==> config.mk <==
export PLATFORM = sky130hd
export DESIGN_NAME = s2p_receiver
export DESIGN_NICKNAME = d
export VERILOG_FILES = /design/src/rtl/s2p_receiver.sv
export SDC_FILE = /design/constraint.sdc
export NUM_CORES = 1
export LEC_CHECK = 0
export CAP_MARGIN = 20
export CORE_UTILIZATION = 55
export DETAILED_ROUTE_END_ITERATION = 6
export GPL_TIMING_DRIVEN = 0
export MAX_ROUTING_LAYER = met4
export PLACE_DENSITY_LB_ADDON = 0.12
export SLEW_MARGIN = 5
export SYNTH_ARGS = -nofsm -noshare
export SYNTH_HDL_FRONTEND = slang
export SYNTH_SLANG_ARGS = --single-unit
export TNS_END_PERCENT = 5
==> constraint.sdc <==
create_clock -name clk -period 6.4 [get_ports clk]
set_input_delay 1.28 -clock clk [delete_from_list [all_inputs] [get_ports clk]]
set_output_delay 1.28 -clock clk [all_outputs]
set_load 0.02 [all_outputs]
==> src/rtl/s2p_receiver.sv <==
// Serial-to-parallel receiver for the s_clk/s_clrn/sin link.
// Oversamples the link in the clk domain, assembles DATA_BITS bits and strobes valid per word.
module s2p_receiver #(
    parameter int DATA_BITS   = 64,
    parameter bit DIR         = 1'b1,
    parameter int SYNC_STAGES = 2,
    parameter int IDLE_CYCLES = 255,
    parameter int CNT_BITS    = 8
) (
    input  logic                 clk,
    input  logic                 rst,
    input  logic                 s_clk,
    input  logic                 s_clrn,
    input  logic                 sin,
    output logic [DATA_BITS-1:0] PData,
    output logic                 valid,
    output logic                 busy,
    output logic                 err
);

    localparam int BCW = $clog2(DATA_BITS + 1);
    localparam logic [BCW-1:0]      LAST_BIT = BCW'(DATA_BITS - 1);
    localparam logic [CNT_BITS-1:0] TMO_MAX  = CNT_BITS'(IDLE_CYCLES);

    typedef enum logic [1:0] {IDLE, RECV, DONE} state_t;

    state_t state_reg, state_next;

    logic [SYNC_STAGES-1:0] sclk_sync_reg, clrn_sync_reg, sin_sync_reg;
    logic                   sclk_dly_reg;
    logic                   sclk_s, clrn_s, sin_s, fall, any_edge;

    logic [DATA_BITS-1:0] shift_reg, shift_next, shifted;
    logic [BCW-1:0]       bit_cnt_reg, bit_cnt_next;
    logic [CNT_BITS-1:0]  tmo_reg, tmo_next;
    logic [DATA_BITS-1:0] pdata_reg, pdata_next;
    logic                 valid_reg, valid_next;
    logic                 err_reg, err_next;

    // All three inputs share the same depth so they stay mutually aligned.
    always_ff @(posedge clk or posedge rst) begin
        if (rst) begin
            sclk_sync_reg <= '1;
            clrn_sync_reg <= '1;
            sin_sync_reg  <= '0;
            sclk_dly_reg  <= 1'b1;
        end else begin
            sclk_sync_reg <= {sclk_sync_reg[SYNC_STAGES-2:0], s_clk};
            clrn_sync_reg <= {clrn_sync_reg[SYNC_STAGES-2:0], s_clrn};
            sin_sync_reg  <= {sin_sync_reg[SYNC_STAGES-2:0], sin};
            sclk_dly_reg  <= sclk_sync_reg[SYNC_STAGES-1];
        end
    end

    assign sclk_s   = sclk_sync_reg[SYNC_STAGES-1];
    assign clrn_s   = clrn_sync_reg[SYNC_STAGES-1];
    assign sin_s    = sin_sync_reg[SYNC_STAGES-1];
    assign fall     = sclk_dly_reg & ~sclk_s;
    assign any_edge = sclk_dly_reg ^ sclk_s;

    generate
        if (DATA_BITS == 1) begin : g_one
            assign shifted = sin_s;
        end else if (DIR) begin : g_lsb_first
            assign shifted = {sin_s, shift_reg[DATA_BITS-1:1]};
        end else begin : g_msb_first
            assign shifted = {shift_reg[DATA_BITS-2:0], sin_s};
        end
    endgenerate

    always_ff @(posedge clk or posedge rst) begin
        if (rst) begin
            state_reg   <= IDLE;
            shift_reg   <= '0;
            bit_cnt_reg <= '0;
            tmo_reg     <= '0;
            pdata_reg   <= '0;
            valid_reg   <= 1'b0;
            err_reg     <= 1'b0;
        end else begin
            state_reg   <= state_next;
            shift_reg   <= shift_next;
            bit_cnt_reg <= bit_cnt_next;
            tmo_reg     <= tmo_next;
            pdata_reg   <= pdata_next;
            valid_reg   <= valid_next;
            err_reg     <= err_next;
        end
    end

    // Priority: clear, then falling edge, then any edge, then timeout.
    always_comb begin
        state_next   = state_reg;
        shift_next   = shift_reg;
        bit_cnt_next = bit_cnt_reg;
        tmo_next     = '0;
        pdata_next   = pdata_reg;
        valid_next   = 1'b0;
        err_next     = 1'b0;
        if (!clrn_s) begin
            state_next   = IDLE;
            shift_next   = '0;
            bit_cnt_next = '0;
        end else begin
            case (state_reg)
                IDLE, DONE: begin
                    state_next = IDLE;
                    if (fall) begin
                        shift_next   = shifted;
                        bit_cnt_next = BCW'(1);
                        if (DATA_BITS == 1) begin
                            state_next = DONE;
                            pdata_next = shifted;
                            valid_next = 1'b1;
                        end else begin
                            state_next = RECV;
                        end
                    end
                end
                RECV: begin
                    if (fall) begin
                        shift_next   = shifted;
                        bit_cnt_next = bit_cnt_reg + BCW'(1);
                        if (bit_cnt_reg == LAST_BIT) begin
                            state_next = DONE;
                            pdata_next = shifted;
                            valid_next = 1'b1;
                        end
                    end else if (any_edge) begin
                        tmo_next = '0;
                    end else if (tmo_reg == TMO_MAX) begin
                        err_next     = 1'b1;
                        state_next   = IDLE;
                        shift_next   = '0;
                        bit_cnt_next = '0;
                    end else if (sclk_s) begin
                        tmo_next = tmo_reg + CNT_BITS'(1);
                    end else begin
                        tmo_next = tmo_reg;
                    end
                end
                default: state_next = IDLE;
            endcase
        end
    end

    // PData and valid are registered together on entry to DONE, so they line up.
    assign PData = pdata_reg;
    assign valid = valid_reg;
    assign err   = err_reg;
    assign busy  = (state_reg == RECV);

endmodule
==> metrics.cfg, run 1 <==
[grt]
antenna_found_initial = 0
grt_remaining_overflow = 0
grtUsageTotal_pct = 22.4
grt_first_pass_wirelength_um = 19700
grt_max_degree = 87
grt_pass1_vias = 4084

[logic_synthesis]
postSynthCellCount = 515
ys_async_sr_fraction_pct = 100
synth-seq-area-share_pct = 60.5
yosysWarnings = 0
synth_largest_area_cell = dfrtp_1
syn_nets = 524
ys.flop_type = dfrtp_1
ys_ff_latch = 153
synth_top_area_share_pct = 58.4
synth_area_um2 = 6340
synth.area.top_cells = dfrtp_1 (58%), mux2i_1 (10%), mux2_1 (8.7%), nand2_1 (4.3%), inv_1 (4.1%)
netlist-cell-type-count = 32
avgSynthCellArea_um2 = 12.3
synth-edff-count = 0

[clocking]
clk_pin_slew_ns = 0.06
ctsResizeCount = 0
numCtsBuffers = 17
post_cts_buffers = 0
clock_latency_ns = 0.42
cts.sinks = 153
cts_tree = yes
cts_hold_buf = 0
htree_num_levels = 4
cts_root_buf = clkbuf_16
cts_max_path_buffers = 2

[sta]
fin_crit_sh_pct = 47.2
finalSetupViolations = 0
setup_tns_ns = 0
finalClockSkew_ns = 0.0143
relSlewSlack_pct = 48.8
slew_violations = 0
worst_pin_slew_ns = 0.767
rsz0062_at_grt = false
timing.fmax_mhz = 331
hold_violations = 0
min_period_ns = 3.02
whs_ns = 0.339

[setup_path]
crit_buf_inv = 2
worstSetupStartpoint = state_reg[0]
startpoint_type = flop
path_max_fanout = 5
cp_data_required_time_ns = 5.12
worstPathCellList = inv_1 -> nor2_1 -> clkdlybuf4s50_1
crit_arrival_ns = 1.74
path_class = reg -> out
timing.rr.end = shift_reg[16]
max_stage_delay_ns = 0.63
timing.rr.start = sclk_sync_reg[1]
cp_top_family = buffers and inverters
crit_end = busy
worst-r2r-cell-count = 9
end_kind = output pin
cp.depth = 3
crit_slowest_cell = clkdlybuf4s50_1
rrSetupSlack_ns = 3.76

[placement]
dp_hpwl_um = 7410
portBuffers = 71
gp_congestion = 0.797

[power]
peakVddDrop_uv = 331
p_leak_uw = 0.00371
p_per_area_nw_per_um2 = 262

[layout]
layout-drive-gt1-share_pct = 10.8
diodes = 0
layout.nets = 615
fillCellCount = 785
largest_reg_flops = 64
area_delta_synth_final_pct = 23.8

[hold_path]
hold_path_class = reg -> reg
holdCritStartpoint = sin_sync_reg[0]
min_path_cells = 0

[run]
cap_violations = 0

[floorplanning]
die_area_um2 = 12000
num_rows = 38
die_y_um = 109
start_util_pct = 57.5
top_level_ports = 72
core_area_um2 = 11000
fp.dieW_um = 109

[route]
ant_nets = 0
wire_per_inst_um = 15.2
drt_pass1_iterations = 4
drt-initial-drc-count = 171
remaining_drc_errors = 0
vias = 3900
wirelength_um = 11500
via_per_inst = 5.14

[run_status]
outcome = completed

==> per-stage QoR <==
stage,setup slack (ns),utilization (%),std cells,power (µW),instance area [µm²]
after floorplan,1.01,-,515,1050,6340
after global placement,-0.892,65.5,726,1070,7220
after detailed placement,3.72,65.8,727,1070,7260
after CTS,3.39,71.1,759,2080,7850
after global routing,3.28,71.1,759,2120,7850
final,3.38,71.1,759,2060,7850
==> area by class of cell <==
cell class	instances	area (µm²)	area share [%]
buffer	23	145	1.85
clock buffer	21	440	5.61
clock inverter	11	148	1.88
inverter	70	268	3.41
multi-input combinational	269	2100	26.7
sequential	153	3830	48.9
tap	140	175	2.23
timing repair buffer	72	738	9.41
==> cells by family after synthesis <==
| family | synth area share (%) |
|---|---|
| muxes | 21.6 |
| DFF | 60.5 |
| buffers and inverters | 6.44 |
| and+or+nand+nor | 7.70 |
| adders and majority gates | 0.790 |
| xor gates and xnor gates | 0.829 |
| AOI/OAI and AO/OA | 2.11 |
==> synth_stat cells (6+ instances only) <==
cell type and n:
nor2_1 10, mux2i_1 65, buf_2 8, mux2_1 49, dfrtp_1 148, clkbuf_1 8, mux2_2 15, inv_1 70
buf_6 6, a21oi_1 7, nand2_1 73
==> placed cells by master (no fill, tap or decap), types with 6 or more instances in the layout <==
cell type	n
buf_6	6
mux2_2	15
a21oi_1	7
nor2_1	10
mux2_1	49
dfrtp_1	148
clkbuf_16	17
nand2_1	73
buf_2	8
mux2i_1	65
clkdlybuf4s50_1	71
inv_1	69
clkbuf_1	12
==> worst min-delay path by stage <==
stage	end	slack, ns
detailed placement	sin_sync_reg[1]	0.33
floorplan	sin_sync_reg[1]	0.33
CTS	sin_sync_reg[1]	0.34
finish	sin_sync_reg[1]	0.34
global placement	sin_sync_reg[1]	0.33
global route	sin_sync_reg[1]	0.35
==> power by group <==
part / switching, µW / internal (µW)
Sequential: 4.04 / 974
Combinational: 52.4 / 23.3
Clock: 391 / 614
==> metal layers <==
| metal | vias up | global-route usage, % | routed length, µm |
|---|---|---|---|
| li1 | 1869 | - | - |
| met1 | 1937 | 28.5 | 5300 |
| met2 | 77 | 35.4 | 5620 |
| met3 | 17 | 6.34 | 443 |
| met4 | 0 | 6.38 | 142 |
| met5 | - | - | 0 |
No activity file was read; power rests on OpenSTA's default activity.
==> run 2, diff against run 1 <==
--- a/config.mk
+++ b/config.mk
@@ -6,7 +6,7 @@
 export NUM_CORES = 1
 export LEC_CHECK = 0
 export CAP_MARGIN = 20
-export CORE_UTILIZATION = 55
+export CORE_UTILIZATION = 50
 export DETAILED_ROUTE_END_ITERATION = 6
 export GPL_TIMING_DRIVEN = 0
 export MAX_ROUTING_LAYER = met4
==> constraint.sdc (replaced) <==
create_clock -name clk -period 2.6 [get_ports clk]
set_input_delay 0.52 -clock clk [delete_from_list [all_inputs] [get_ports clk]]
set_output_delay 0.52 -clock clk [all_outputs]
set_load 0.02 [all_outputs]
==> metrics.cfg, run 2 (same netlist as run 1, synthesis figures left out) <==
[grt]
antenna_found_initial = 0  ; unchanged
grt_first_pass_wirelength_um = 20100  ; +1.7%
grtUsageTotal_pct = 20.5  ; -1.9 points
grt_max_degree = 40  ; -54%
grt_pass1_vias = 4112  ; +0.69%
grt_remaining_overflow = 0  ; unchanged

[route]
top_layer = met4
via_per_inst = 4.91  ; -4.5%
wirelength_met1_um = 5390  ; +1.7%
drt-initial-drc-count = 195  ; +14%
wire_per_inst_um = 14.5  ; -4.6%
vias = 3878  ; -0.56%
ant_nets = 0  ; unchanged
wirelength_um = 11400  ; -0.66%
drt_pass1_iterations = 4  ; unchanged
wl_met3_um = 436  ; -1.6%
remaining_drc_errors = 0  ; unchanged
met2WireLength_um = 5510  ; -2.0%

[floorplanning]
core_area_um2 = 12200  ; +10%
top_level_ports = 72  ; unchanged
num_rows = 40  ; +5.3%
start_util_pct = 52.1  ; -5.3 points
die_area_um2 = 13100  ; +9.8%
fp.dieW_um = 115  ; +4.8%
die_y_um = 115  ; +4.8%

[setup_path]
path_class = reg -> reg
startpoint_type = flop
path_max_fanout = 10  ; +5
crit_arrival_ns = 2.77  ; +1.03 ns
end_kind = flop
cp_data_required_time_ns = 2.89  ; -2.23 ns

[layout]
stdcell_area_um2 = 7950  ; +1.3%
fillCellCount = 964  ; +23%
multi_input_area_um2 = 2100  ; +0.24%
layout_common_cells = dfrtp_1 (148), nand2_1 (73), clkdlybuf4s50_1 (71)
final_common_cell = dfrtp_1
largest_reg_flops = 64  ; unchanged
layout-drive-gt1-share_pct = 12.4  ; +1.6 points
post-route-util_pct = 65.4  ; -5.8 points
layout.nets = 618  ; +0.49%
register_area_um2 = 3830  ; unchanged
diodes = 0  ; unchanged
area_delta_synth_final_pct = 25.4

[clocking]
clk_pin_slew_ns = 0.06  ; about the same
numCtsBuffers = 17  ; unchanged
cts_hold_buf = 0  ; unchanged
cts_tree = yes
cts_root_buf = clkbuf_16
htree_num_levels = 4  ; unchanged
clock_latency_ns = 0.42  ; about the same
cts.sinks = 153  ; unchanged
cts_max_path_buffers = 2  ; unchanged

[power]
peakVddDrop_uv = 519  ; +57%
p_per_area_nw_per_um2 = 633  ; +140%
p_leak_uw = 0.00376  ; +1.2%

[placement]
gp_congestion = 0.779  ; -2.3%
dp_hpwl_um = 7780  ; +5.0%
placed_area_um2 = 7350  ; +1.3%
portBuffers = 71  ; unchanged

[run_status]
outcome = completed

[sta]
rsz0062_at_grt = true
relSlewSlack_pct = 41.8  ; -7.1 points
finalSetupViolations = 0  ; unchanged
hold_violations = 0  ; unchanged
timing.fmax_mhz = 403
slew_violations = 0  ; unchanged
whs_ns = 0.355  ; +0.0161 ns
finalClockSkew_ns = 0.00669  ; -0.00762 ns
fin_crit_sh_pct = 95.4
min_period_ns = 2.48
worst_pin_slew_ns = 0.871  ; +0.104 ns

[hold_path]
hold_path_class = reg -> reg

[run]
cap_violations = 0  ; unchanged

-- run 2: cell types whose count changed in the layout (fill, tap and decap cells not counted), moves of 2 or more --
cell	change
clkinv_2	+2
clkbuf_2	+3
clkbuf_1	-6
buf_12	+3
clkbuf_8	+3
-- run 2: path summary, 6_finish.rpt --
| check | slack (ns) | cells after the start | start | to |
|---|---|---|---|---|
| max | 0.12 | 9 | sclk_sync_reg[1] | shift_reg[59] |
| min | 0.36 | 0 | sclk_sync_reg[0] | sclk_sync_reg[1] |
| max reg2reg | 0.12 | 9 | sclk_sync_reg[1] | shift_reg[59] |
| min reg2reg | 0.36 | 0 | sclk_sync_reg[0] | sclk_sync_reg[1] |
| max in group asynchronous | 1.05 | 4 | rst | sclk_dly_reg |
| min in group asynchronous | 0.64 | 2 | rst | PData[30] |
-- run 2: what timing repair did --
item                                    CTS  global route
setup buffers                             0             0
endpoints found under the setup margin   37            63
gates resized for setup                   1             6
-- run 2: through the flow --
stage	cells	power, µW	setup TNS [ns]	setup slack [ns]
finish	790	5030	0	0.120
global route	790	5200	-1.44	-0.0666
detailed placement	758	2650	-0.102	-0.0183
global placement	754	2630	-162.36	-1.09
CTS	790	5090	0	0.109
floorplan	515	2590	0	0.153
-- run 2: critical path, cell delays in order, from the launching register on --
cell and delay [ns]:
dfstp_2 0.55, clkbuf_1 0.26, inv_1 0.08, ha_1 0.27, nor3b_2 0.28, nor2b_1 0.08
clkbuf_1 0.31, clkbuf_1 0.32, nand2_1 0.14, mux2i_1 0.08
-- run 2: layout make-up --
| type | count | share of cell area, % |
|---|---|---|
| sequential | 153 | 48.2 |
| buffer | 23 | 1.87 |
| inverter | 70 | 3.35 |
| clock inverter | 11 | 1.50 |
| clock buffer | 21 | 5.92 |
| timing repair buffer | 75 | 10.0 |
| tap | 168 | 2.64 |
| multi-input combinational | 269 | 26.4 |
-- run 2: power by group --
part           switching (µW)  internal [µW]
sequential               9.80           2400
clock                     944           1480
combinational             131           67.5
total                    1080           3950
-- run 2: routing by layer --
layer	up-vias	global-route usage, %
met5	-	-
met4	0	5.97
met3	8	6.46
met2	57	31.4
met1	1933	26.5
li1	1880	-
